<file path="config.mk">
export PLATFORM = sky130hd
export DESIGN_NAME = nibble_word_assembler_flat
export DESIGN_NICKNAME = d
export VERILOG_FILES = /design/src/rtl/nibble_lane_pkg.sv /design/src/rtl/nibble_word_assembler_if.sv /design/src/rtl/nibble_fifo.sv /design/src/rtl/nibble_word_assembler.sv /design/src/flat_wrapper.sv
export SDC_FILE = /design/constraint.sdc
export NUM_CORES = 1
export LEC_CHECK = 0
export ABC_AREA = 1
export BUFFER_PORTS_ARGS = -buffer_cell sky130_fd_sc_hd__buf_2
export CAP_MARGIN = 20
export CORE_MARGIN = 8
export CORE_UTILIZATION = 45
export DETAILED_ROUTE_END_ITERATION = 8
export GPL_TIMING_DRIVEN = 1
export PLACE_DENSITY = 0.7
export SLEW_MARGIN = 0
export SYNTH_ARGS = -nofsm -noshare
export SYNTH_HDL_FRONTEND = slang
export SYNTH_HIERARCHICAL = 1
export SYNTH_SLANG_ARGS = --single-unit
</file>
<file path="constraint.sdc">
create_clock -name clk -period 2.8 [get_ports clk]
set_input_delay 0.14 -clock clk [delete_from_list [all_inputs] [get_ports clk]]
set_output_delay 0.14 -clock clk [all_outputs]
set_load 0.1 [all_outputs]
</file>
<file path="src/rtl/nibble_lane_pkg.sv">
// Shared definitions for the nibble-lane link.
//   NIBBLE_W    : width of one lane transfer
//   nibble_t    : one lane transfer
//   word_width  : word width in bits for a given nibble count
package nibble_lane_pkg;
  localparam int NIBBLE_W = 4;

  typedef logic [NIBBLE_W-1:0] nibble_t;

  function automatic int word_width(input int n);
    return NIBBLE_W * n;
  endfunction
endpackage

</file>
<file path="src/rtl/nibble_word_assembler_if.sv">
// Handshake bundle for the nibble word assembler.
//   in_valid/in_ready/in_nibble/in_last : nibble stream from the link
//   out_valid/out_ready/out_word/out_partial/out_count : assembled words
// master = producer/consumer side, slave = assembler side.
interface nibble_word_assembler_if #(parameter int NIBBLES = 2);
  import nibble_lane_pkg::*;

  localparam int W     = word_width(NIBBLES);
  localparam int CNT_W = $clog2(NIBBLES + 1);

  logic             in_valid;
  logic             in_ready;
  nibble_t          in_nibble;
  logic             in_last;
  logic             out_valid;
  logic             out_ready;
  logic [W-1:0]     out_word;
  logic             out_partial;
  logic [CNT_W-1:0] out_count;

  modport master (
    output in_valid, in_nibble, in_last, out_ready,
    input  in_ready, out_valid, out_word, out_partial, out_count
  );

  modport slave (
    input  in_valid, in_nibble, in_last, out_ready,
    output in_ready, out_valid, out_word, out_partial, out_count
  );
endinterface

</file>
<file path="src/rtl/nibble_fifo.sv">
// Small synchronous FIFO holding assembled word entries.
//   push/wdata : write an entry (ignored when full unless popping)
//   pop        : drop the head entry (ignored when empty)
//   full/empty : occupancy flags
//   head       : entry at the read pointer (undefined while empty)
// Pointers carry one extra wrap bit so full and empty are distinguishable.
module nibble_fifo #(
  parameter int WIDTH = 8,
  parameter int DEPTH = 2
) (
  input  logic             clk,
  input  logic             rst_n,
  input  logic             push,
  input  logic             pop,
  input  logic [WIDTH-1:0] wdata,
  output logic             full,
  output logic             empty,
  output logic [WIDTH-1:0] head
);
  localparam int AW = $clog2(DEPTH);

  logic [AW:0]      wptr_q, rptr_q;
  logic [WIDTH-1:0] mem [DEPTH];
  logic             do_push, do_pop;

  assign empty   = (wptr_q == rptr_q);
  assign full    = (wptr_q[AW] != rptr_q[AW]) && (wptr_q[AW-1:0] == rptr_q[AW-1:0]);
  assign do_pop  = pop & ~empty;
  // A push into a full FIFO is fine when the head leaves on the same edge.
  assign do_push = push & (~full | do_pop);

  always_ff @(posedge clk or negedge rst_n) begin
    if (!rst_n) begin
      wptr_q <= '0;
      rptr_q <= '0;
    end else begin
      if (do_push) wptr_q <= wptr_q + (AW+1)'(1);
      if (do_pop)  rptr_q <= rptr_q + (AW+1)'(1);
    end
  end

  always_ff @(posedge clk) begin
    if (do_push) mem[wptr_q[AW-1:0]] <= wdata;
  end

  assign head = mem[rptr_q[AW-1:0]];
endmodule

</file>
<file path="src/rtl/nibble_word_assembler.sv">
// Rebuilds words from a 4-bit nibble stream, least-significant nibble first,
// and queues them in a small output FIFO.
//   clk, rst_n : clock, async active-low reset
//   bus        : nibble input and word output handshakes (slave side)
//   overflow   : sticky flag, set when a stalled producer changes its data
module nibble_word_assembler
  import nibble_lane_pkg::*;
#(
  parameter int NIBBLES = 2,
  parameter int DEPTH   = 2
) (
  input  logic                   clk,
  input  logic                   rst_n,
  nibble_word_assembler_if.slave bus,
  output logic                   overflow
);
  localparam int W     = word_width(NIBBLES);
  localparam int CNT_W = $clog2(NIBBLES + 1);
  localparam logic [CNT_W-1:0] LAST_IDX = CNT_W'(NIBBLES - 1);

  typedef struct packed {
    logic             partial;
    logic [CNT_W-1:0] count;
    logic [W-1:0]     word;
  } asm_entry_t;

  localparam int ENTRY_W = $bits(asm_entry_t);

  typedef enum logic {S_EMPTY, S_COLLECT} state_t;

  state_t           state_q, state_d;
  logic [CNT_W-1:0] idx_q, idx_d, cur_idx;
  logic [W-1:0]     acc_q, acc_d, merged;
  logic             rdy_en, rdy, full, empty, pop, push, in_xfer, close;
  logic             stall_q, prev_last_q;
  nibble_t          prev_nib_q;
  asm_entry_t       wr_entry, head;

  // Holds in_ready low until the first edge after reset release.
  always_ff @(posedge clk or negedge rst_n) begin
    if (!rst_n) rdy_en <= 1'b0;
    else        rdy_en <= 1'b1;
  end

  assign pop     = ~empty & bus.out_ready;
  assign rdy     = rdy_en & (~full | pop);
  assign in_xfer = bus.in_valid & rdy;
  assign cur_idx = (state_q == S_EMPTY) ? '0 : idx_q;
  assign close   = bus.in_last | (cur_idx == LAST_IDX);
  assign push    = in_xfer & close;

  always_comb begin
    merged = acc_q;
    for (int k = 0; k < NIBBLES; k++)
      if (cur_idx == CNT_W'(k)) merged[k*NIBBLE_W +: NIBBLE_W] = bus.in_nibble;
  end

  always_comb begin
    wr_entry.word    = merged;
    wr_entry.count   = cur_idx + CNT_W'(1);
    wr_entry.partial = (cur_idx != LAST_IDX);
  end

  always_comb begin
    state_d = state_q;
    idx_d   = idx_q;
    acc_d   = acc_q;
    if (in_xfer) begin
      if (close) begin
        state_d = S_EMPTY;
        idx_d   = '0;
        acc_d   = '0;
      end else begin
        state_d = S_COLLECT;
        idx_d   = cur_idx + CNT_W'(1);
        acc_d   = merged;
      end
    end
  end

  always_ff @(posedge clk or negedge rst_n) begin
    if (!rst_n) begin
      state_q <= S_EMPTY;
      idx_q   <= '0;
      acc_q   <= '0;
    end else begin
      state_q <= state_d;
      idx_q   <= idx_d;
      acc_q   <= acc_d;
    end
  end

  // Protocol watch: data must not move while a transfer is stalled.
  always_ff @(posedge clk or negedge rst_n) begin
    if (!rst_n) begin
      stall_q     <= 1'b0;
      prev_nib_q  <= '0;
      prev_last_q <= 1'b0;
      overflow    <= 1'b0;
    end else begin
      stall_q     <= bus.in_valid & ~rdy;
      prev_nib_q  <= bus.in_nibble;
      prev_last_q <= bus.in_last;
      if (bus.in_valid && !rdy && stall_q &&
          ((bus.in_nibble != prev_nib_q) || (bus.in_last != prev_last_q)))
        overflow <= 1'b1;
    end
  end

  nibble_fifo #(.WIDTH(ENTRY_W), .DEPTH(DEPTH)) u_fifo (
    .clk   (clk),
    .rst_n (rst_n),
    .push  (push),
    .pop   (pop),
    .wdata (wr_entry),
    .full  (full),
    .empty (empty),
    .head  (head)
  );

  assign bus.in_ready    = rdy;
  assign bus.out_valid   = ~empty;
  assign bus.out_word    = empty ? '0 : head.word;
  assign bus.out_count   = empty ? '0 : head.count;
  assign bus.out_partial = ~empty & head.partial;
endmodule

</file>
<file path="src/flat_wrapper.sv">
// flat-port wrapper written by rule: the top's interface ports become plain ports
module nibble_word_assembler_flat import nibble_lane_pkg::*;
#(
  parameter int NIBBLES = 2,
  parameter int DEPTH   = 2
)
  (clk, rst_n, overflow, bus_in_valid, bus_in_nibble, bus_in_last, bus_out_ready, bus_in_ready, bus_out_valid, bus_out_word, bus_out_partial, bus_out_count);
  nibble_word_assembler_if #(.NIBBLES(NIBBLES)) bus_i ();
  input  logic clk;
  input  logic rst_n;
  output logic overflow;
  input wire logic [$bits(bus_i.in_valid)-1:0] bus_in_valid;
  input wire logic [$bits(bus_i.in_nibble)-1:0] bus_in_nibble;
  input wire logic [$bits(bus_i.in_last)-1:0] bus_in_last;
  input wire logic [$bits(bus_i.out_ready)-1:0] bus_out_ready;
  output wire logic [$bits(bus_i.in_ready)-1:0] bus_in_ready;
  output wire logic [$bits(bus_i.out_valid)-1:0] bus_out_valid;
  output wire logic [$bits(bus_i.out_word)-1:0] bus_out_word;
  output wire logic [$bits(bus_i.out_partial)-1:0] bus_out_partial;
  output wire logic [$bits(bus_i.out_count)-1:0] bus_out_count;
  assign bus_i.in_valid = bus_in_valid;
  assign bus_i.in_nibble = bus_in_nibble;
  assign bus_i.in_last = bus_in_last;
  assign bus_i.out_ready = bus_out_ready;
  assign bus_in_ready = bus_i.in_ready;
  assign bus_out_valid = bus_i.out_valid;
  assign bus_out_word = bus_i.out_word;
  assign bus_out_partial = bus_i.out_partial;
  assign bus_out_count = bus_i.out_count;
  nibble_word_assembler #(.NIBBLES(NIBBLES), .DEPTH(DEPTH)) u_core (.clk(clk), .rst_n(rst_n), .bus(bus_i), .overflow(overflow));
endmodule
</file>
=== After elaboration in Yosys (flattened, before gate mapping) ===
Memory sizes are Yosys's and may differ from the RTL's.
Index checks and enable logic that the tools add are counted.

* Register bits after elaboration: 23
* Memory bits (writable): 22
* Input bits: 9
* Output and inout bits: 14
* Word-level logic and storage cells: 52
* Memories: 1

{| class="wikitable"
|+ Memories
! memory !! depth !! bits a word !! rd ports !! clocked after Yosys merged registers in !! write ports !! line !! RTL
|-
| u_core.u_fifo.mem || 2 || 11 || 1 || 0 || 1 || nibble_fifo.sv:23 || <nowiki>logic [WIDTH-1:0] mem [DEPTH];</nowiki>
|}

* Add/subtract/negate cells: 3
* Equal/unequal tests: 7
* Mux-type cells: 10
* Bitwise gates (word level): 14
* Reductions and logical operators: 7

{| class="wikitable"
|+ Operator list
! operator !! number
|-
| two-way mux 8 bit || 2
|-
| AND 1 bit || 8
|-
| two-way mux 4 bit || 2
|-
| adder 2 x 1 -> 2 bit, second input constant || 3
|-
| two-way mux 2 bit || 3
|-
| logical AND 1 bit || 4
|-
| != test 4 bit || 1
|-
| two-way mux 1 bit || 3
|-
| NOT 1 bit || 3
|-
| OR 1 bit || 3
|-
| equality test 2 x 1 -> 1 bit, second input constant || 1
|-
| equality test 2 bit || 1
|-
| zero test 2 bit || 1
|-
| != test 1 bit || 2
|-
| != test 2 x 1 -> 1 bit, second input constant || 1
|-
| equality test 1 bit || 1
|-
| zero test 1 bit || 1
|-
| logical OR 1 bit || 1
|}

=== Logic depth before layout (Yosys ltp) ===
Gate-level depths: netlist (run 1).

* Depth in word-level cells: 10
* Gate-level depth with buffers: 15
* Mapped depth without buffers: 14

=== Modules after synthesis ===
Netlist (run 1), hierarchy kept.

{| class="wikitable"
|+ Modules (own cells, without submodules)
! module !! instances !! cells an instance !! area each (sq um) !! seq. area each (sq um)
|-
| nibble_fifo || 1 || 95 || 1,049.8 || 760.7
|-
| nibble_word_assembler || 1 || 141 || 1,017.2 || 475.5
|}

=== Worst setup path before layout (run 1) ===
Ideal clock, no wire load.

* Path type: reg-to-reg
* Start point: reg u_core.u_fifo.wptr_q[1]
* End point: mem u_core/u_fifo/mem[1][0] (netlist name), enable pin
* Library setup time: 378 ps
* Arrival: 2,380 ps
* Required time: 2,422 ps
* Slack: 42 ps
* Cell stages (with the launch flop): 15
* Buffers on the path: 1
* Clock period less this slack: 2,758 ps
* Cell sequence: dfrtp_1 inv_1 nand2_1 nand2_1 clkinv_1 nand2_2 inv_1 inv_2 nand2_2 nand2_2 nand3_4 buf_6 nor2_1 nand2_1 nor2_1

* Cells in the longest elaborated chain, start to end: 10
* Elaborated cells between the ends (all ways): 15
* Classes of those cells: eq/ne: 2; mux: 2; bitwise: 10; reduce/logical: 1

{| class="wikitable"
|+ Ends and longest elaborated chain
! element !! line !! RTL
|-
| start, declared || nibble_fifo.sv:22 || <nowiki>logic [AW:0] wptr_q, rptr_q;</nowiki>
|-
| start signal, assigned || nibble_fifo.sv:37 || <nowiki>if (do_push) wptr_q <= wptr_q + (AW+1)'(1);</nowiki>
|-
| equality test 2 bit || nibble_fifo.sv:26 || <nowiki>assign empty = (wptr_q == rptr_q);</nowiki>
|-
| via u_core.empty || nibble_word_assembler.sv:34 || <nowiki>logic rdy_en, rdy, full, empty, pop, push, in_xfer, close;</nowiki>
|-
| NOT 1 bit || -- ||
|-
| via bus_out_valid || flat_wrapper.sv:17 || <nowiki>output wire logic [$bits(bus_i.out_valid)-1:0] bus_out_valid;</nowiki>
|-
| AND 1 bit || nibble_word_assembler.sv:45 || <nowiki>assign pop = ~empty & bus.out_ready;</nowiki>
|-
| OR 1 bit || nibble_word_assembler.sv:46 || <nowiki>assign rdy = rdy_en & (~full | pop);</nowiki>
|-
| AND 1 bit || nibble_word_assembler.sv:46 ||
|-
| AND 1 bit || nibble_word_assembler.sv:47 || <nowiki>assign in_xfer = bus.in_valid & rdy;</nowiki>
|-
| AND 1 bit || nibble_word_assembler.sv:50 || <nowiki>assign push = in_xfer & close;</nowiki>
|-
| via u_core.push || nibble_word_assembler.sv:34 ||
|-
| AND 1 bit || nibble_fifo.sv:30 || <nowiki>assign do_push = push & (~full | do_pop);</nowiki>
|-
| two-way mux 1 bit || nibble_fifo.sv:43 || <nowiki>if (do_push) mem[wptr_q[AW-1:0]] <= wdata;</nowiki>
|-
| two-way mux 1 bit (implied by the code) || nibble_fifo.sv:43 ||
|-
| end, declared || nibble_fifo.sv:23 ||
|}

The timed path passes the listed nets, and every way through them passes these cells.

=== Final worst setup path (run 1) ===
* Start point: reg u_core.u_fifo.rptr_q[0]
* End point: mem u_core/u_fifo/mem[1][10] (netlist name), enable pin

* Cells in the longest elaborated chain, start to end: 10
* Elaborated cells between the ends (all ways): 15
* Classes of those cells: eq/ne: 2; mux: 2; bitwise: 10; reduce/logical: 1

{| class="wikitable"
|+ Ends and longest elaborated chain
! element !! line !! RTL
|-
| start, declared || nibble_fifo.sv:22 ||
|-
| start signal, assigned || nibble_fifo.sv:38 || <nowiki>if (do_pop) rptr_q <= rptr_q + (AW+1)'(1);</nowiki>
|-
| equality test 2 bit || nibble_fifo.sv:26 ||
|-
| via u_core.empty || nibble_word_assembler.sv:34 ||
|-
| NOT 1 bit || nibble_word_assembler.sv:45 ||
|-
| AND 1 bit || nibble_word_assembler.sv:45 ||
|-
| OR 1 bit || nibble_word_assembler.sv:46 ||
|-
| AND 1 bit || nibble_word_assembler.sv:46 ||
|-
| AND 1 bit || nibble_word_assembler.sv:47 ||
|-
| AND 1 bit || nibble_word_assembler.sv:50 ||
|-
| via u_core.push || nibble_word_assembler.sv:34 ||
|-
| AND 1 bit || nibble_fifo.sv:30 ||
|-
| two-way mux 1 bit || nibble_fifo.sv:43 ||
|-
| two-way mux 1 bit (implied by the code) || nibble_fifo.sv:43 ||
|}

The timed path passes the listed nets, and every way through them passes these cells.

==> qor.txt, run 1 <==
========================================================================================
Total number of placement rows                                                        24
Endpoint of the worst hold-timing path                                      u_core/stall_q$_DFF_PN0_
Layout cells sized above 1                                                         0.159
Average detailed-routed wire length per instance                                 11.4 um
Overall global routing resource usage                                              0.110
Synthesis-to-layout area growth                                                    15.4%
Count of synthesis-stage warnings from yosys                                           6
Clock insertion delay at the later pin of the skew report                        0.30 ns
Min setup slack post-route                                                      0.340 ns
Count leader, synth                                                              nand2_1
Max Clock Skew                                                                 0.0119 ns
Gate count after technology mapping                                                  236
Register area share after synthesis                                                0.598
Net count of the finished layout                                                     280
Antenna violations before repair                                                       0
Area share of the leading cell type in the synthesized netlist                     0.320
Critical Path RT                                                                 2.80 ns
Deepest level of the CTS H-tree                                                        2
Flip-flop cell with the highest count after synthesis                            dfrtp_1
Maximum number of pins on one net before global-route repair                          24
Number of standard cells in the final layout excluding fillers                       322
Yosys cell types                                                                      22
Via count of the first global-routing pass                                          1390
Worst setup SP type                                                             register
Post-synthesis instance area                                                  2070 sq um
CORE AREA                                                                     4380 sq um
First-pass DRT Iterations                                                              4
Portion of the clock cycle consumed by the worst path in the final layout          0.879
Biggest area consumer among synthesized cells                                   edfxtp_1
Startpoint of the lowest-slack hold path                                    bus_in_valid
Half-perimeter wire length after placement                                       2.69 mm
Die span in y                                                                    83.8 um
Worst-Margin Slew                                                               0.522 ns
Clock root buffer                                                               clkbuf_8
Width of the chip                                                                83.8 um
Number of cells traversed by the worst hold path                                       3
Final critical-path required period                                              2.46 ns
Placed insts                                                                         308
Mean cell area of the mapped netlist                                          8.76 sq um
Met1 usage                                                                         0.141
Worst setup slack before clock tree synthesis                                   0.266 ns
Dominant cells by area after synthesis                                      edfxtp_1 (32%), dfrtp_1 (28%), nand2_1 (19%)
Total clock sinks                                                                     45
Unrepaired setup endpoints after global routing                                       no
Number of vias after detailed routing                                               1452
DRC violation total after the first TritonRoute iteration                             77
Total clock buffers created by CTS                                                     5
Drt total wl                                                                     3.67 mm
Clock tree from TritonCTS                                                          built
Class of the tightest hold or removal check                                 primary input to register
Final Max Tran Viols                                                                   0
Initial core utilization                                                           0.471
Remaining number of nets flagged by the antenna check after routing                    0
Maximum clock rate                                                               406 MHz
Post-Syn Nets                                                                        247
Reg-to-Reg End                                                              u_core/u_fifo/mem[1][10]$_DFFE_PP_
Die outline area                                                              7020 sq um
Run status                                                                  finished clean
Arrival time of the worst setup path                                             2.46 ns
Setup Viol. Count Final                                                                0
GRT busiest layer                                                                   met2
Top-Level Pins                                                                        23
# DRC                                                                                  0
EDFF count, synth                                                                     22
Final Hold Viols                                                                       0
Worst Reg2Reg Path Length in Cells                                                    13
Relative slew slack                                                                0.652
First-pass GRT wire length                                                       6.40 mm
Setup slack on the worst flop-to-flop path                                       0.34 ns
Max-Cap Viols                                                                          0
Global placer's final weighted congestion                                          0.730
Async set-or-reset flop fraction in the synthesized netlist                        0.511
Total of buffers placed on input and output ports                                     22
Met3 Resource Use GR                                                              0.0352
Crit. End Element                                                               register
Largest fanout of any net on the critical path                                        15
Antenna fix cells                                                                      0
Register clock-pin slew on the reported worst setup and hold paths               0.09 ns
R2r startpoint                                                              u_core/u_fifo/rptr_q[0]$_DFFE_PN0P_
Worst hold-check slack                                                          0.117 ns
Synth Register Bits                                                                   45
Detailed-route vias per instance                                                    4.51
Class of the most critical setup path                                       register to register
Most frequent cells after synthesis                                         nand2_1 (102), inv_1 (33), dfrtp_1 (23), edfxtp_1 (22), nor2_1 (20)
Global route overflow                                                                  0
Setup TNS after final layout                                                        0 ns
CTS Buffer Depth                                                                       2
Global routing met2 resource utilization                                           0.168
========================================================================================
==> registers in the layout, summed over array words and instances, names as in the netlist <==
signal / flops
u_core/stall_q: 1
u_core/idx_q: 2
u_core/rdy_en: 1
u_core/u_fifo/rptr_q: 2
u_core/acc_q: 8
u_core/u_fifo/wptr_q: 2
u_core/state_q: 1
u_core/prev_last_q: 1
u_core/u_fifo/mem: 22
u_core/overflow: 1
u_core/prev_nib_q: 4
==> repair_timing <==
| item | CTS | global route |
|---|---|---|
| hold buffers | 6 | 0 |
| hold endpoints to repair | 28 | 0 |
| resized for setup | 0 | 1 |
| buffers inserted | 0 | 0 |
| endpoints found under the setup margin | 0 | 11 |
==> logic make-up (layout without fill, tap and decap cells) <==
| family | after synthesis | count (layout) | synth area share |
|---|---|---|---|
| AO/OA/AOI/OAI | 9 | 9 | 0.0218 |
| XOR/XNOR | 3 | 3 | 0.0127 |
| adder cells (fa/ha/maj) | 2 | 2 | 0.0121 |
| buffers and inverters | 41 | 75 | 0.0793 |
| flip-flops | 45 | 45 | 0.598 |
| multiplexers | 1 | 1 | 0.00545 |
| other | 1 | 1 | 0.00181 |
| AND/OR/NAND/NOR | 134 | 134 | 0.269 |
==> cell usage in the layout, fill, tap and decap left out, drive strengths merged, types with 2 or more instances in the layout <==
cell type | synthesis | final
a21oi | 4 | 4
buf | 3 | 24
clkbuf | 1 | 5
clkinv | 1 | 2
clkinvlp | 0 | 2
dfrtp | 23 | 23
dlygate4sd3 | 0 | 6
edfxtp | 22 | 22
ha | 2 | 2
inv | 36 | 36
nand2 | 106 | 106
nand3 | 7 | 7
nor2 | 21 | 21
o21ai | 5 | 5
xor2 | 2 | 2
==> worst max path at each step <==
stage / from / end / slack, ns / depth (start not counted)
after floorplan: u_core/u_fifo/wptr_q[1]$_DFFE_PN0P_ / u_core/u_fifo/mem[1][0]$_DFFE_PP_ / 0.04 / 14
after global placement: u_core/u_fifo/rptr_q[0]$_DFFE_PN0P_ / u_core/u_fifo/mem[0][1]$_DFFE_PP_ / 0.41 / 12
after detailed placement: u_core/u_fifo/rptr_q[0]$_DFFE_PN0P_ / u_core/u_fifo/mem[0][4]$_DFFE_PP_ / 0.27 / 12
after CTS: u_core/u_fifo/rptr_q[0]$_DFFE_PN0P_ / u_core/u_fifo/mem[0][4]$_DFFE_PP_ / 0.24 / 12
after global routing: u_core/u_fifo/rptr_q[0]$_DFFE_PN0P_ / u_core/u_fifo/mem[1][4]$_DFFE_PP_ / 0.05 / 13
final: u_core/u_fifo/rptr_q[0]$_DFFE_PN0P_ / u_core/u_fifo/mem[1][10]$_DFFE_PP_ / 0.34 / 13
==> metal layers <==
layer,routed length [um],share of wire
met1,1820,0.50
met2,1650,0.45
met3,185,0.050
met4,13,0.0035
met5,0,0
==> area by class of cell <==
cell class | count | area [sq um]
tap | 52 | 65.1
multi-input combinational | 150 | 667
clock buffer | 5 | 68.8
sequential | 45 | 1240
fill | 387 | 2000
timing repair buffer | 30 | 185
clock inverter | 3 | 21.3
inverter | 37 | 143
==> stage by stage <==
stage / instance area, sq um / util
final: 2390 / 0.544
after global routing: 2390 / 0.544
after CTS: 2380 / 0.543
after detailed placement: 2230 / 0.509
after global placement: 2230 / 0.509
after floorplan: 2070 / -
==> critical path, stage by stage (launching register included) <==
cell and delay [ns]:
dfrtp_1 0.40, buf_4 0.19, nand2_1 0.11, nand2_2 0.08
nand2_2 0.09, inv_1 0.17, inv_2 0.10, nand2_2 0.06
nand2_2 0.09, nand3_4 0.20, nor2_1 0.23, nand2_1 0.12
nor2_1 0.11, buf_4 0.21
Power of run 1 is not shown: default switching activity piles up to over one toggle a cycle in this logic, so the estimate is an artifact.
==> inputs of run 2 (changes only) <==
--- a/config.mk
+++ b/config.mk
@@ -12,6 +12,7 @@
 export CORE_UTILIZATION = 45
 export DETAILED_ROUTE_END_ITERATION = 8
 export GPL_TIMING_DRIVEN = 1
+export MAX_ROUTING_LAYER = met4
 export PLACE_DENSITY = 0.7
 export SLEW_MARGIN = 0
 export SYNTH_ARGS = -nofsm -noshare
==> run 2 against run 1 <==
Global-route usage rose by 0.30 points. Worst hold slack got worse by 0.0023 ns. Critical path depth did not move. Register-to-register slack barely moved. Count of clock-buffer cells in the layout did not move. Via count rose by 0.14%. Clock skew barely moved. Highest routed layer unchanged.
==> qor.txt, run 2 (synthesized netlist as in run 1, its figures left out) <==
========================================================================================
Synthesis-to-layout area growth                                                    15.4%
Average detailed-routed wire length per instance                                 11.3 um
Top-Level Pins                                                                        23
Width of the chip                                                                83.8 um
Half-perimeter wire length after placement                                       2.69 mm
Maximum number of pins on one net before global-route repair                          24
Class of the most critical setup path                                       register to register
Arrival time of the worst setup path                                             2.46 ns
Number of vias after detailed routing                                               1454
Setup Viol. Count Final                                                                0
Clock tree from TritonCTS                                                          built
Worst-Margin Slew                                                               0.514 ns
Total clock buffers created by CTS                                                     5
Antenna violations before repair                                                       0
Critical Path RT                                                                 2.80 ns
Total number of placement rows                                                        24
CORE AREA                                                                     4380 sq um
Total clock sinks                                                                     45
# DRC                                                                                  0
Unrepaired setup endpoints after global routing                                       no
Net count of the finished layout                                                     280
Setup TNS after final layout                                                        0 ns
Final critical-path required period                                              2.46 ns
Antenna fix cells                                                                      0
Die outline area                                                              7020 sq um
Final Max Tran Viols                                                                   0
Run status                                                                  finished clean
Clock root buffer                                                               clkbuf_8
Worst setup SP type                                                             register
Worst hold-check slack                                                          0.115 ns
Most common library cell in the layout ignoring fill and taps                    nand2_1
Crit. End Element                                                               register
Total of buffers placed on input and output ports                                     22
Die span in y                                                                    83.8 um
Largest fanout of any net on the critical path                                        15
Post-CTS setup buffer count                                                            0
DRC violation total after the first TritonRoute iteration                             72
First-pass DRT Iterations                                                              4
Remaining number of nets flagged by the antenna check after routing                    0
Clock insertion delay at the later pin of the skew report                        0.30 ns
Global route overflow                                                                  0
Drt total wl                                                                     3.64 mm
Detailed-route vias per instance                                                    4.52
Maximum clock rate                                                               406 MHz
Relative slew slack                                                                0.657
Via count of the first global-routing pass                                          1392
Worst setup slack before clock tree synthesis                                   0.266 ns
Number of flip-flops in the largest register                                          22
Initial core utilization                                                           0.471
Setup slack on the worst flop-to-flop path                                       0.34 ns
Class of the tightest hold or removal check                                 primary input to register
Final Hold Viols                                                                       0
Max-Cap Viols                                                                          0
Portion of the clock cycle consumed by the worst path in the final layout          0.879
CTS Buffer Depth                                                                       2
First-pass GRT wire length                                                       6.40 mm
Deepest level of the CTS H-tree                                                        2
Overall global routing resource usage                                              0.113
Global placer's final weighted congestion                                          0.739
Register clock-pin slew on the reported worst setup and hold paths               0.09 ns
Highest-count cells in the layout ignoring fill and taps                    nand2_1 (102), inv_1 (32), dfrtp_1 (23), buf_2 (22), edfxtp_1 (22)
Max Clock Skew                                                                 0.0120 ns
Layout cells sized above 1                                                         0.159
Min setup slack post-route                                                      0.339 ns
========================================================================================
run 2: critical path: stages, from the launching register on:
cell	delay [ns]
dfrtp_1	0.40
buf_4	0.19
nand2_1	0.11
nand2_2	0.08
nand2_2	0.09
inv_1	0.17
inv_2	0.11
nand2_2	0.06
nand2_2	0.09
nand3_4	0.20
nor2_1	0.23
nand2_1	0.12
nor2_1	0.11
buf_4	0.21
run 2: path summary, 6_finish.rpt:
| kind | startpoint | to | depth (start not counted) |
|---|---|---|---|
| worst min register to register | u_core/overflow$_DFFE_PN0P_ | u_core/overflow$_DFFE_PN0P_ | 2 |
| worst max-delay path | u_core/u_fifo/rptr_q[0]$_DFFE_PN0P_ | u_core/u_fifo/mem[1][10]$_DFFE_PP_ | 13 |
| min in group asynchronous | rst_n | u_core/acc_q[7]$_DFFE_PN0P_ | 2 |
| worst min-delay path | bus_in_valid | u_core/stall_q$_DFF_PN0_ | 3 |
| worst max register to register | u_core/u_fifo/rptr_q[0]$_DFFE_PN0P_ | u_core/u_fifo/mem[1][10]$_DFFE_PP_ | 13 |
| max in group asynchronous | rst_n | u_core/rdy_en$_DFF_PN0_ | 2 |
run 2: final cells by class:
| type | instances | area [sq um] |
|---|---|---|
| fill | 387 | 2000 |
| sequential | 45 | 1240 |
| multi-input combinational | 150 | 667 |
| timing repair buffer | 30 | 185 |
| inverter | 37 | 143 |
| clock buffer | 5 | 68.8 |
| tap | 52 | 65.1 |
| clock inverter | 3 | 21.3 |
run 2: routing by layer:
layer | GRT usage | share of wire | vias to the layer above
li1 | - | - | 777
met1 | 0.142 | 0.51 | 641
met2 | 0.168 | 0.44 | 30
met3 | 0.0273 | 0.038 | 6
met4 | 0.0471 | 0.016 | 0
met5 | - | 0 | -
run 2: through the flow:
step	instance area, sq um	std cells	utilization
after floorplan	2070	236	-
after global placement	2230	308	0.509
after detailed placement	2230	308	0.509
after CTS	2380	322	0.543
after global routing	2390	322	0.544
final	2390	322	0.544
run 2: repair_timing:
action                                  4_1_cts  5_1_grt
endpoints found under the setup margin        0       11
hold endpoints to repair                     28        0
resized for setup                             0        1
hold buffers                                  6        0
Power of run 2 is left out for the same reason.
